==> config.mk <==
export PLATFORM = sky130hd
export DESIGN_NAME = step_pulse_shaper
export DESIGN_NICKNAME = d
export VERILOG_FILES = /design/src/rtl/step_pulse_shaper.sv
export SDC_FILE = /design/constraint.sdc
export NUM_CORES = 1
export LEC_CHECK = 0
export ABC_AREA = 1
export CAP_MARGIN = 20
export CORE_MARGIN = 2
export CORE_UTILIZATION = 43
export DETAILED_ROUTE_END_ITERATION = 10
export DONT_BUFFER_PORTS = 1
export MAX_ROUTING_LAYER = met4
export PLACE_DENSITY_LB_ADDON = 0.05
export SLEW_MARGIN = 20
export SYNTH_ARGS = -nofsm -noshare
export SYNTH_HDL_FRONTEND = slang
export SYNTH_SLANG_ARGS = --single-unit
==> constraint.sdc <==
create_clock -name CLK -period 6.4 [get_ports CLK]
set_clock_uncertainty 0.2 [all_clocks]
set_input_delay 0.96 -clock CLK [delete_from_list [all_inputs] [get_ports CLK]]
set_output_delay 0.96 -clock CLK [all_outputs]
set_load 0.005 [all_outputs]
==> src/rtl/step_pulse_shaper.sv <==
// Step/dir pulse shaper: queues one-cycle DDA step strobes and replays them as
// step/dir pulses with fixed dir-setup, step-high and step-low timing.
module step_pulse_shaper #(
   parameter int DIR_SETUP_CYCLES = 8,
   parameter int STEP_HIGH_CYCLES = 16,
   parameter int STEP_LOW_CYCLES  = 16,
   parameter int FIFO_BITS        = 3,
   parameter int POS_BITS         = 64
) (
   input  logic                CLK,
   input  logic                resetn,
   input  logic                enable,
   input  logic                step_req,
   input  logic                dir_req,
   input  logic                position_load,
   input  logic [POS_BITS-1:0] position_load_value,
   input  logic                overrun_clr,
   output logic                step_out,
   output logic                dir_out,
   output logic [POS_BITS-1:0] position,
   output logic [FIFO_BITS:0]  pending,
   output logic                busy,
   output logic                overrun
);

   localparam int DEPTH   = 2 ** FIFO_BITS;
   localparam int MAX_DH  = (DIR_SETUP_CYCLES > STEP_HIGH_CYCLES) ? DIR_SETUP_CYCLES : STEP_HIGH_CYCLES;
   localparam int CNT_MAX = (MAX_DH > STEP_LOW_CYCLES) ? MAX_DH : STEP_LOW_CYCLES;
   localparam int CNT_W   = $clog2(CNT_MAX + 1);

   localparam logic [CNT_W-1:0]   SETUP_LOAD = CNT_W'(DIR_SETUP_CYCLES - 1);
   localparam logic [CNT_W-1:0]   HIGH_LOAD  = CNT_W'(STEP_HIGH_CYCLES - 1);
   localparam logic [CNT_W-1:0]   LOW_LOAD   = CNT_W'(STEP_LOW_CYCLES - 1);
   localparam logic [FIFO_BITS:0] DEPTH_V    = (FIFO_BITS + 1)'(DEPTH);

   typedef enum logic [1:0] {IDLE, DIR_SETUP, STEP_HIGH, STEP_LOW} state_t;

   state_t               state, state_nxt;
   logic [CNT_W-1:0]     cnt, cnt_nxt;
   logic                 step_nxt, dir_nxt, step_entry, pop;
   logic [POS_BITS-1:0]  pos_base, pos_delta, pos_nxt;

   // Requests are staged one cycle before entering the queue.
   logic                 req_q, dir_q;
   logic                 mem [DEPTH];
   logic [FIFO_BITS-1:0] rd_ptr, wr_ptr;
   logic [FIFO_BITS:0]   count_nxt;
   logic                 push, full, accept, drop, head;

   assign head   = mem[rd_ptr];
   assign push   = req_q & enable;
   assign full   = (pending == DEPTH_V);
   assign accept = push & (~full | pop);
   assign drop   = push & full & ~pop;

   // NOTE: every signal gets a default before the case, so no path leaves it unassigned and no latch is inferred.
   always_comb begin
      state_nxt  = state;
      cnt_nxt    = cnt;
      step_nxt   = step_out;
      dir_nxt    = dir_out;
      step_entry = 1'b0;
      pop        = 1'b0;
      case (state)
         IDLE: begin
            if (enable && (pending != '0)) begin
               pop = 1'b1;
               if (head != dir_out) begin
                  dir_nxt   = head;
                  cnt_nxt   = SETUP_LOAD;
                  state_nxt = DIR_SETUP;
               end else begin
                  step_entry = 1'b1;
               end
            end
         end
         DIR_SETUP: begin
            if (cnt == '0) step_entry = 1'b1;
            else           cnt_nxt    = cnt - CNT_W'(1);
         end
         STEP_HIGH: begin
            if (cnt == '0) begin
               step_nxt  = 1'b0;
               cnt_nxt   = LOW_LOAD;
               state_nxt = STEP_LOW;
            end else begin
               cnt_nxt = cnt - CNT_W'(1);
            end
         end
         STEP_LOW: begin
            if (cnt == '0) state_nxt = IDLE;
            else           cnt_nxt   = cnt - CNT_W'(1);
         end
         default: state_nxt = IDLE;
      endcase
      if (step_entry) begin
         step_nxt  = 1'b1;
         cnt_nxt   = HIGH_LOAD;
         state_nxt = STEP_HIGH;
      end
   end

   // dir_out already holds the pulse direction at STEP_HIGH entry in both paths.
   always_comb begin
      pos_delta = dir_out ? POS_BITS'(1) : {POS_BITS{1'b1}};
      pos_base  = position_load ? position_load_value : position;
      pos_nxt   = step_entry ? (pos_base + pos_delta) : pos_base;
   end

   always_comb begin
      count_nxt = pending;
      if (!enable)              count_nxt = '0;
      else if (accept && !pop)  count_nxt = pending + (FIFO_BITS + 1)'(1);
      else if (!accept && pop)  count_nxt = pending - (FIFO_BITS + 1)'(1);
   end

   // NOTE: sequential state uses non-blocking assignments so every register samples pre-edge values.
   always_ff @(posedge CLK) begin
      if (!resetn) begin
         state    <= IDLE;
         cnt      <= '0;
         step_out <= 1'b0;
         dir_out  <= 1'b0;
         position <= '0;
         pending  <= '0;
         rd_ptr   <= '0;
         wr_ptr   <= '0;
         req_q    <= 1'b0;
         dir_q    <= 1'b0;
         busy     <= 1'b0;
         overrun  <= 1'b0;
      end else begin
         state    <= state_nxt;
         cnt      <= cnt_nxt;
         step_out <= step_nxt;
         dir_out  <= dir_nxt;
         position <= pos_nxt;
         pending  <= count_nxt;
         req_q    <= step_req & enable;
         dir_q    <= dir_req;
         busy     <= (state_nxt != IDLE) || (count_nxt != '0);
         if (!enable) begin
            rd_ptr <= '0;
            wr_ptr <= '0;
         end else begin
            if (pop)    rd_ptr <= rd_ptr + FIFO_BITS'(1);
            if (accept) wr_ptr <= wr_ptr + FIFO_BITS'(1);
         end
         if (drop)             overrun <= 1'b1;
         else if (overrun_clr) overrun <= 1'b0;
      end
   end

   // NOTE: queue storage is not reset; an entry is only read after it has been written.
   always_ff @(posedge CLK) begin
      if (accept) mem[wr_ptr] <= dir_q;
   end

endmodule

### Yosys cells after proc, flatten, opt, wreduce, memory -nomap -nowiden

Memories as Yosys holds them, arrays and structs flattened. A register that Yosys moved wholly into a read port is not among the register bits.
Cells that the tools add are included.

* register bits after elaboration: 87
* memory bits (writable): 8
* bits of input ports: 71
* output and inout bits: 72
* word-level logic and storage cells: 94
* memories: 1

Memory list
* mem: words 8, width 1, read ports 1, clocked after memory_dff 1, write ports 1, RTL line 45 `logic mem [DEPTH];`

* $add $sub $neg: 6
* equal/unequal tests: 11
* multiplexer cells: 33
* bitwise gates (word level): 9
* reductions and logical operators: 21

Operator list (number)
* 64-bit 2-to-1 mux: 3
* 64-bit adder: 1
* 5-bit 2-to-1 mux: 4
* 4-bit 2-to-1 mux: 4
* 5-bit one-hot mux with 3 select lines: 1
* 1-bit 2-to-1 mux: 12
* 2-bit 2-to-1 mux: 5
* 3-bit != test (second input constant): 3
* 3-bit AND reduction: 3
* 2-bit nonzero test: 4
* 4-bit nonzero test: 2
* 3-bit by 1-bit adder with 3-bit output (second input constant): 2
* 3-bit 2-to-1 mux: 2
* 2-bit != test (second input constant): 3
* 2-bit one-hot mux with 3 select lines: 1
* 1-bit bitwise AND: 5
* 5-bit logical NOT: 1
* 5-bit by 1-bit subtractor with 5-bit output (second input constant): 1
* 4-bit by 1-bit adder with 4-bit output (second input constant): 1
* 2-bit equality test (second input constant): 2
* 4-bit equality test (second input constant): 1
* 2-bit AND reduction: 2
* 2-bit OR reduction: 2
* 4-bit by 1-bit subtractor with 4-bit output (second input constant): 1
* 9 further kinds: 14

### Longest topological paths before layout

Gate-level depths: netlist of run 1.

* depth after elaboration: 13
* depth in mapped cells: 21
* depth with buffers taken out: 20

### Worst setup path before layout of run 1

No wires, ideal clock.

* kind: register to register
* start: register dir_out
* end: register position[57]
* setup time: 0.109 ns
* data arrival time: 3.154 ns
* data required time: 6.091 ns
* setup slack: 2.937 ns
* cell stages (with the launch flop): 15
* buffers on the path: 0
* clock period less this slack: 3.463 ns
* cell sequence: dfxtp_1 -> inv_1 -> ha_1 -> a21oi_1 -> nand3_1 -> nand2_1 -> nand2_1 -> nand2_1 -> nand3_1 -> nand2_1 -> nand2_1 -> nand2_1 -> nand3_1 -> nand2_1 -> inv_1

* word-level cells in the longest chain between the ends: 5
* elaborated cells on any way between the ends: 7
* those cells by class: add/sub: 1; eq/ne: 1; mux: 5

Ends and longest elaborated chain
* start: declaration: RTL line 19 `output logic dir_out,`
* start signal: assignment: RTL line 136 `dir_out <= dir_nxt;`
* branches (longest 4 deep; another with 64-bit adder)
* 64-bit 2-to-1 mux (*): RTL line 107 `pos_nxt = step_entry ? (pos_base + pos_delta) : pos_base;`
* end signal: assignment: RTL line 137 `position <= pos_nxt;`
* end: declaration: RTL line 20 `output logic [POS_BITS-1:0] position,`

Every way passes the cells marked *.
A chain may end at the register's enable or synchronous reset.

### Final worst setup path of run 1

* start: input port position_load
* end: register position[36]

* word-level cells in the longest chain between the ends: 3

Ends and longest elaborated chain
* start: declaration: RTL line 15 `input logic position_load,`
* 64-bit 2-to-1 mux (*): RTL line 106 `pos_base = position_load ? position_load_value : position;`
* 64-bit adder: RTL line 107
* 64-bit 2-to-1 mux (*): RTL line 107

Every way passes the cells marked *; elsewhere a longest branch is shown, timed or not.

==> impl_metrics.env, run 1 <==
export IMPL_status="finished clean"
export IMPL_portBuffers=0
export IMPL_hold_class="reg -> reg"
export IMPL_final_hold_viol_count=0
export IMPL_synthXorXnorAreaFrac_pct=1.74
export IMPL_max_freq_mhz=250
export IMPL_drt_iter0_markers=841
export IMPL_postCtsSetupBuffers=0
export IMPL_rsz0062_at_grt="no"
export IMPL_row_count=56
export IMPL_synth_top_area_share_pct=26.2
export IMPL_drc=0
export IMPL_grt_pass1_vias=9903
export IMPL_hold_buffers=0
export IMPL_overflow=0
export IMPL_setup_viol=0
export IMPL_cts_clk_slew_worst_paths_ps=80
export IMPL_ys_top_cells_by_area="nand2_1 (26%), dfxtp_1 (18%), inv_1 (12%), ha_1 (9.4%), nor2_1 (6.5%)"
export IMPL_synth_compound_area_share_pct=12.3
export IMPL_cts_buffers=9
export IMPL_synth_top_family_by_area="simple AND/OR/NAND/NOR gates"
export IMPL_antenna_found_initial=0
export IMPL_crit_type="in -> reg"
export IMPL_rr_startpoint="dir_out$_SDFFE_PN0P_"
export IMPL_ant_nets=0
export IMPL_end_kind="register"
export IMPL_fp_dieH_um=157
export IMPL_synth_edf_count=8
export IMPL_clock_root_buffer="clkbuf_16"
export IMPL_critical_path_arrival_ps=4100
export IMPL_yosysTopAreaCell="nand2_1"
export IMPL_synth_area_per_cell_sq_um=5.49
export IMPL_yosysMostFrequentCell="nand2_1"
export IMPL_h_tree_depth=3
export IMPL_crit_start="position_load"
export IMPL_gp_congestion=0.952
export IMPL_netlist_area_sq_um=10100
export IMPL_grtUsageTotal_pct=28.5
export IMPL_hold_ws_ps=297
export IMPL_post_cts_resized=0
export IMPL_synth_simple_area_share_pct=42.4
export IMPL_synth_nets=1986
export IMPL_synth_cells=1838
export IMPL_via_per_inst=5.00
export IMPL_crit_path_max_fanout=65
export IMPL_peakVddDrop_v=0.000118
export IMPL_yosysUniqueCellTypes=40
export IMPL_ys_warn_count=0
export IMPL_cts_tree="built"
export IMPL_tightest_slew_ps=980
export IMPL_leakage_nw=6.04
export IMPL_maxCapViolCount=0
export IMPL_dr_pass1_iters=5
export IMPL_ys_ff_latch=98
export IMPL_ys_seq_area_share_pct=20.2
export IMPL_fin_crit_ps=4000
export IMPL_tns_ps=0
export IMPL_core_area_sq_um=23300
export IMPL_clockBufferDepth=2
export IMPL_setup_slack_ps=2400
export IMPL_fill_cells=2660
export IMPL_insertion_delay_ps=360
export IMPL_grt_start_max_net_pins=67
export IMPL_dp_hpwl_um=27000
export IMPL_cp_endpoint="position[36]$_SDFF_PN0_"
export IMPL_synth_main_ff_cell="dfxtp_1"
export IMPL_io_pins=143
export IMPL_maxSlewHeadroom_pct=34.7
export IMPL_min_period_over_period_pct=62.5
export IMPL_multiInputGateArea_sq_um=6680
export IMPL_ys_async_sr_fraction_pct=0
export IMPL_dieArea_sq_um=24700
export IMPL_grt_pass1_wl_um=53200
export IMPL_synth_commonest_cells="nand2_1 (705), inv_1 (313), nor2_1 (175)"
export IMPL_drt_wl_total_um=33500
export IMPL_place_ws_ps=2090
export IMPL_synth_area_mux_share_pct=0.0992
export IMPL_n_antenna_cell=0
export IMPL_seq_area_sq_um=2040
export IMPL_synthAdderAreaFrac_pct=9.63
export IMPL_cp_required_ps=6500
export IMPL_cts_sinks=98
export IMPL_total_power_mw=2.77
export IMPL_initial_core_util_pct=43.4
export IMPL_die_w_um=157
export IMPL_vias=10700
export IMPL_wl_per_cell_um=15.6
export IMPL_p_per_area_nw_per_um2=260
export IMPL_slew_violations=0
export IMPL_drive_above_1_share_pct=3.35
export IMPL_reg2reg_depth=15
export IMPL_area_growth_pct=5.48
export IMPL_timing_rr_end="position[59]$_SDFF_PN0_"
export IMPL_startpoint_type="primary input"
export IMPL_reg2reg_slack_ps=2540
export IMPL_fin_nets=1965
## registers in the layout, summed over array words and instances (netlist names), named ones only
name and flops:
dir_q 1, pending 4, position 64, state 2, busy 1, mem 8, req_q 1, dir_out 1
rd_ptr 3, wr_ptr 3, step_out 1, overrun 1, cnt 5
## critical path, stage by stage
cell and delay, ps:
inv_2 670, nand2_1 100, nand2_1 120, ha_1 280, a21oi_1 360, o21ai_0 260, inv_1 120, nand3_1 230
nand2_1 120, nand2_1 130, a21oi_1 380, nand2_1 90, nand2_1 70, nor2_1 50, nor2_1 90
## worst min-delay path by stage
stage          cells after the start  slack, ps              startpoint                      to
2_1_floorplan                      2        260  rd_ptr[1]$_SDFFE_PN0N_                register
3_3_place_gp                       2        280  wr_ptr[0]$_SDFFE_PN0P_  wr_ptr[0]$_SDFFE_PN0P_
3_5_place_dp                       2        280  wr_ptr[0]$_SDFFE_PN0P_  wr_ptr[0]$_SDFFE_PN0P_
4_1_cts                            2        300  wr_ptr[0]$_SDFFE_PN0P_  wr_ptr[0]$_SDFFE_PN0P_
5_1_grt                            2        320  wr_ptr[0]$_SDFFE_PN0P_  wr_ptr[0]$_SDFFE_PN0P_
6_report                           2        300  rd_ptr[1]$_SDFFE_PN0N_  rd_ptr[1]$_SDFFE_PN0N_
## logic make-up (layout without fill, tap and decap cells)
kind of cell / count (synthesis) / after routing
flip-flops: 98 / 98
AND/OR/NAND/NOR: 1055 / 1055
AO/OA/AOI/OAI: 234 / 234
multiplexers: 1 / 1
XOR/XNOR: 20 / 20
adder cells (fa/ha/maj): 77 / 77
buffers and inverters: 353 / 337
## cells in the final DEF, fill, tap and decap left out, drive strengths merged
cell type | Yosys | routed
a211oi | 4 | 4
a21boi | 3 | 3
a21oi | 120 | 120
a2bb2oi | 1 | 1
and2 | 1 | 1
buf | 15 | 3
clkbuf | 20 | 9
clkinv | 0 | 5
dfxtp | 90 | 90
edfxtp | 8 | 8
fa | 1 | 1
ha | 76 | 76
inv | 318 | 320
mux2i | 1 | 1
nand2 | 710 | 710
nand3 | 122 | 122
nand3b | 3 | 3
nand4 | 6 | 6
nor2 | 176 | 176
nor3 | 14 | 14
nor3b | 2 | 2
nor4 | 1 | 1
o211ai | 1 | 1
o21a | 1 | 1
o21ai | 92 | 92
o21bai | 10 | 10
o31ai | 2 | 2
or2 | 20 | 20
xnor2 | 14 | 14
xor2 | 6 | 6
## routing by layer
layer,track usage [%],share of wire (%),up-vias
met5,-,0,-
met4,7.27,2.2,0
met3,3.22,5.1,38
met2,44.8,44,263
met1,39.1,49,4750
li1,-,-,5646
## per-stage QoR
stage          std cells  area [sq um]  util (%)
5_1_grt             2141         10600      45.7
4_1_cts             2141         10600      45.7
3_5_place_dp        2125         10300      44.4
3_3_place_gp        2125         10300      44.4
2_1_floorplan       1838         10100         -
6_report            2141         10600      45.7
## layout make-up
| class | instances | area share [%] |
|---|---|---|
| multi-input combinational | 1387 | 62.8 |
| sequential | 98 | 19.2 |
| inverter | 318 | 11.2 |
| tap | 319 | 3.75 |
| clock buffer | 9 | 2.12 |
| clock inverter | 7 | 0.741 |
| timing repair buffer | 3 | 0.212 |
## power breakdown
part	internal [mW]	switching, mW	total [mW]
Combinational	0.449	1.01	1.46
Sequential	0.678	0.0500	0.728
Clock	0.279	0.298	0.576
(Power assumes the default switching activity.)
==> run 2, diff against run 1 <==
==> constraint.sdc (replaced) <==
create_clock -name CLK -period 3.9 [get_ports CLK]
set_clock_uncertainty 0.2 [all_clocks]
set_input_delay 0.585 -clock CLK [delete_from_list [all_inputs] [get_ports CLK]]
set_output_delay 0.585 -clock CLK [all_outputs]
set_load 0.005 [all_outputs]
==> impl_metrics.env, run 2 (same netlist as run 1, synthesis figures left out) <==
export IMPL_insertion_delay_ps=370
export IMPL_fill_cells=2650
export IMPL_grt_start_max_net_pins=66
export IMPL_status="finished clean"
export IMPL_slew_violations=0
export IMPL_grt_pass1_vias=10000
export IMPL_dp_cells=2147
export IMPL_peakVddDrop_v=0.000195
export IMPL_drc=0
export IMPL_startpoint_type="register"
export IMPL_leakage_nw=6.16
export IMPL_crit_path_max_fanout=31
export IMPL_dr_pass1_iters=6
export IMPL_core_area_sq_um=23300
export IMPL_cp_required_ps=3980
export IMPL_fp_dieH_um=157
export IMPL_clock_root_buffer="clkbuf_16"
export IMPL_end_kind="register"
export IMPL_critical_path_arrival_ps=3500
export IMPL_area_growth_pct=7.39
export IMPL_n_antenna_cell=0
export IMPL_postCtsSetupBuffers=0
export IMPL_reg_top3="position: 64 flops, mem: 8 flops, cnt: 5 flops"
export IMPL_maxCapViolCount=0
export IMPL_portBuffers=0
export IMPL_layout_commonest_cell="nand2_1"
export IMPL_place_ws_ps=464
export IMPL_setup_viol=0
export IMPL_cts_tree="built"
export IMPL_via_per_inst=5.00
export IMPL_cts_sinks=98
export IMPL_cts_clk_slew_worst_paths_ps=90
export IMPL_dpl_instance_area_sq_um=10500
export IMPL_h_tree_depth=3
export IMPL_hold_class="in -> reg"
export IMPL_hold_buffers=0
export IMPL_min_period_over_period_pct=87.7
export IMPL_die_w_um=157
export IMPL_final_cell_mix="nand2_1 (705), inv_1 (312), nor2_1 (175)"
export IMPL_row_count=56
export IMPL_tightest_slew_ps=1060
export IMPL_wl_per_cell_um=15.6
export IMPL_largest_reg_flops=64
export IMPL_post_cts_resized=0
export IMPL_drive_above_1_share_pct=4.50
export IMPL_multiInputGateArea_sq_um=6680
export IMPL_grt_pass1_wl_um=52800
export IMPL_p_per_area_nw_per_um2=426
export IMPL_seq_area_sq_um=2040
export IMPL_dp_hpwl_um=27600
export IMPL_largest_register="position"
export IMPL_max_freq_mhz=292
export IMPL_final_area_sq_um=10800
export IMPL_antenna_found_initial=0
export IMPL_io_pins=143
export IMPL_drt_wl_total_um=33700
export IMPL_initial_core_util_pct=43.4
export IMPL_cts_buffers=9
export IMPL_clockBufferDepth=2
export IMPL_vias=10800
export IMPL_grtUsageTotal_pct=28.4
export IMPL_drt_iter0_markers=659
export IMPL_setup_slack_ps=478
export IMPL_ant_nets=0
export IMPL_gp_congestion=1.01
export IMPL_rsz0062_at_grt="no"
export IMPL_maxSlewHeadroom_pct=29.1
export IMPL_crit_type="reg -> reg"
export IMPL_final_hold_viol_count=0
export IMPL_fin_cells=2163
export IMPL_fin_crit_ps=3420
export IMPL_fin_nets=1987
export IMPL_dieArea_sq_um=24700
export IMPL_tns_ps=0
export IMPL_overflow=0
[run 2: per-stage QoR]
step                      utilization [%]  hold WS (ps)  power (mW)
after floorplan                         -           257        2.94
after global placement               45.2           275        3.63
after detailed placement             45.2           281        3.63
after CTS                            46.6           100        4.61
after global routing                 46.6           106        5.01
final                                46.6           106        4.62
[run 2: cell type report]
type,instances,share of cell area (%)
clock inverter,7,0.751
multi-input combinational,1387,61.6
inverter,318,11.0
timing repair buffer,25,1.96
clock buffer,9,2.08
tap,319,3.68
sequential,98,18.9
[run 2: critical path, cell delays in order, from the launching register on]
cell and delay (ps):
dfxtp_1 590, inv_2 150, buf_12 200, ha_1 360
a21oi_1 270, nand3_1 280, nand2_1 120, nand2_1 140
nand2_1 100, nand3_1 250, nand2_1 200, nand2_1 70
nand2_1 60, nand3_1 160, nand2_1 120, inv_1 40
[run 2: final timing paths]
check                                             from                 endpoint  slack [ps]  cells past startpoint
worst max register to register    dir_out$_SDFFE_PN0P_  position[57]$_SDFF_PN0_         480                     15
worst min-delay path                            resetn         dir_q$_SDFF_PN0_         110                      2
worst min register to register  rd_ptr[1]$_SDFFE_PN0N_                 register         290                      2
worst max-delay path              dir_out$_SDFFE_PN0P_  position[57]$_SDFF_PN0_         480                     15
[run 2: where the power goes]
group          total [mW]  internal (mW)  switching, mW
sequential           1.19           1.11         0.0801
clock               0.965          0.460          0.506
combinational        2.46          0.792           1.67
total                4.62           2.36           2.25
[run 2: layer usage]
metal / share of wire (%) / GRT usage (%)
met5: 0 / -
met4: 3.5 / 11.1
met3: 5.2 / 3.52
met2: 43 / 44.4
met1: 48 / 37.4
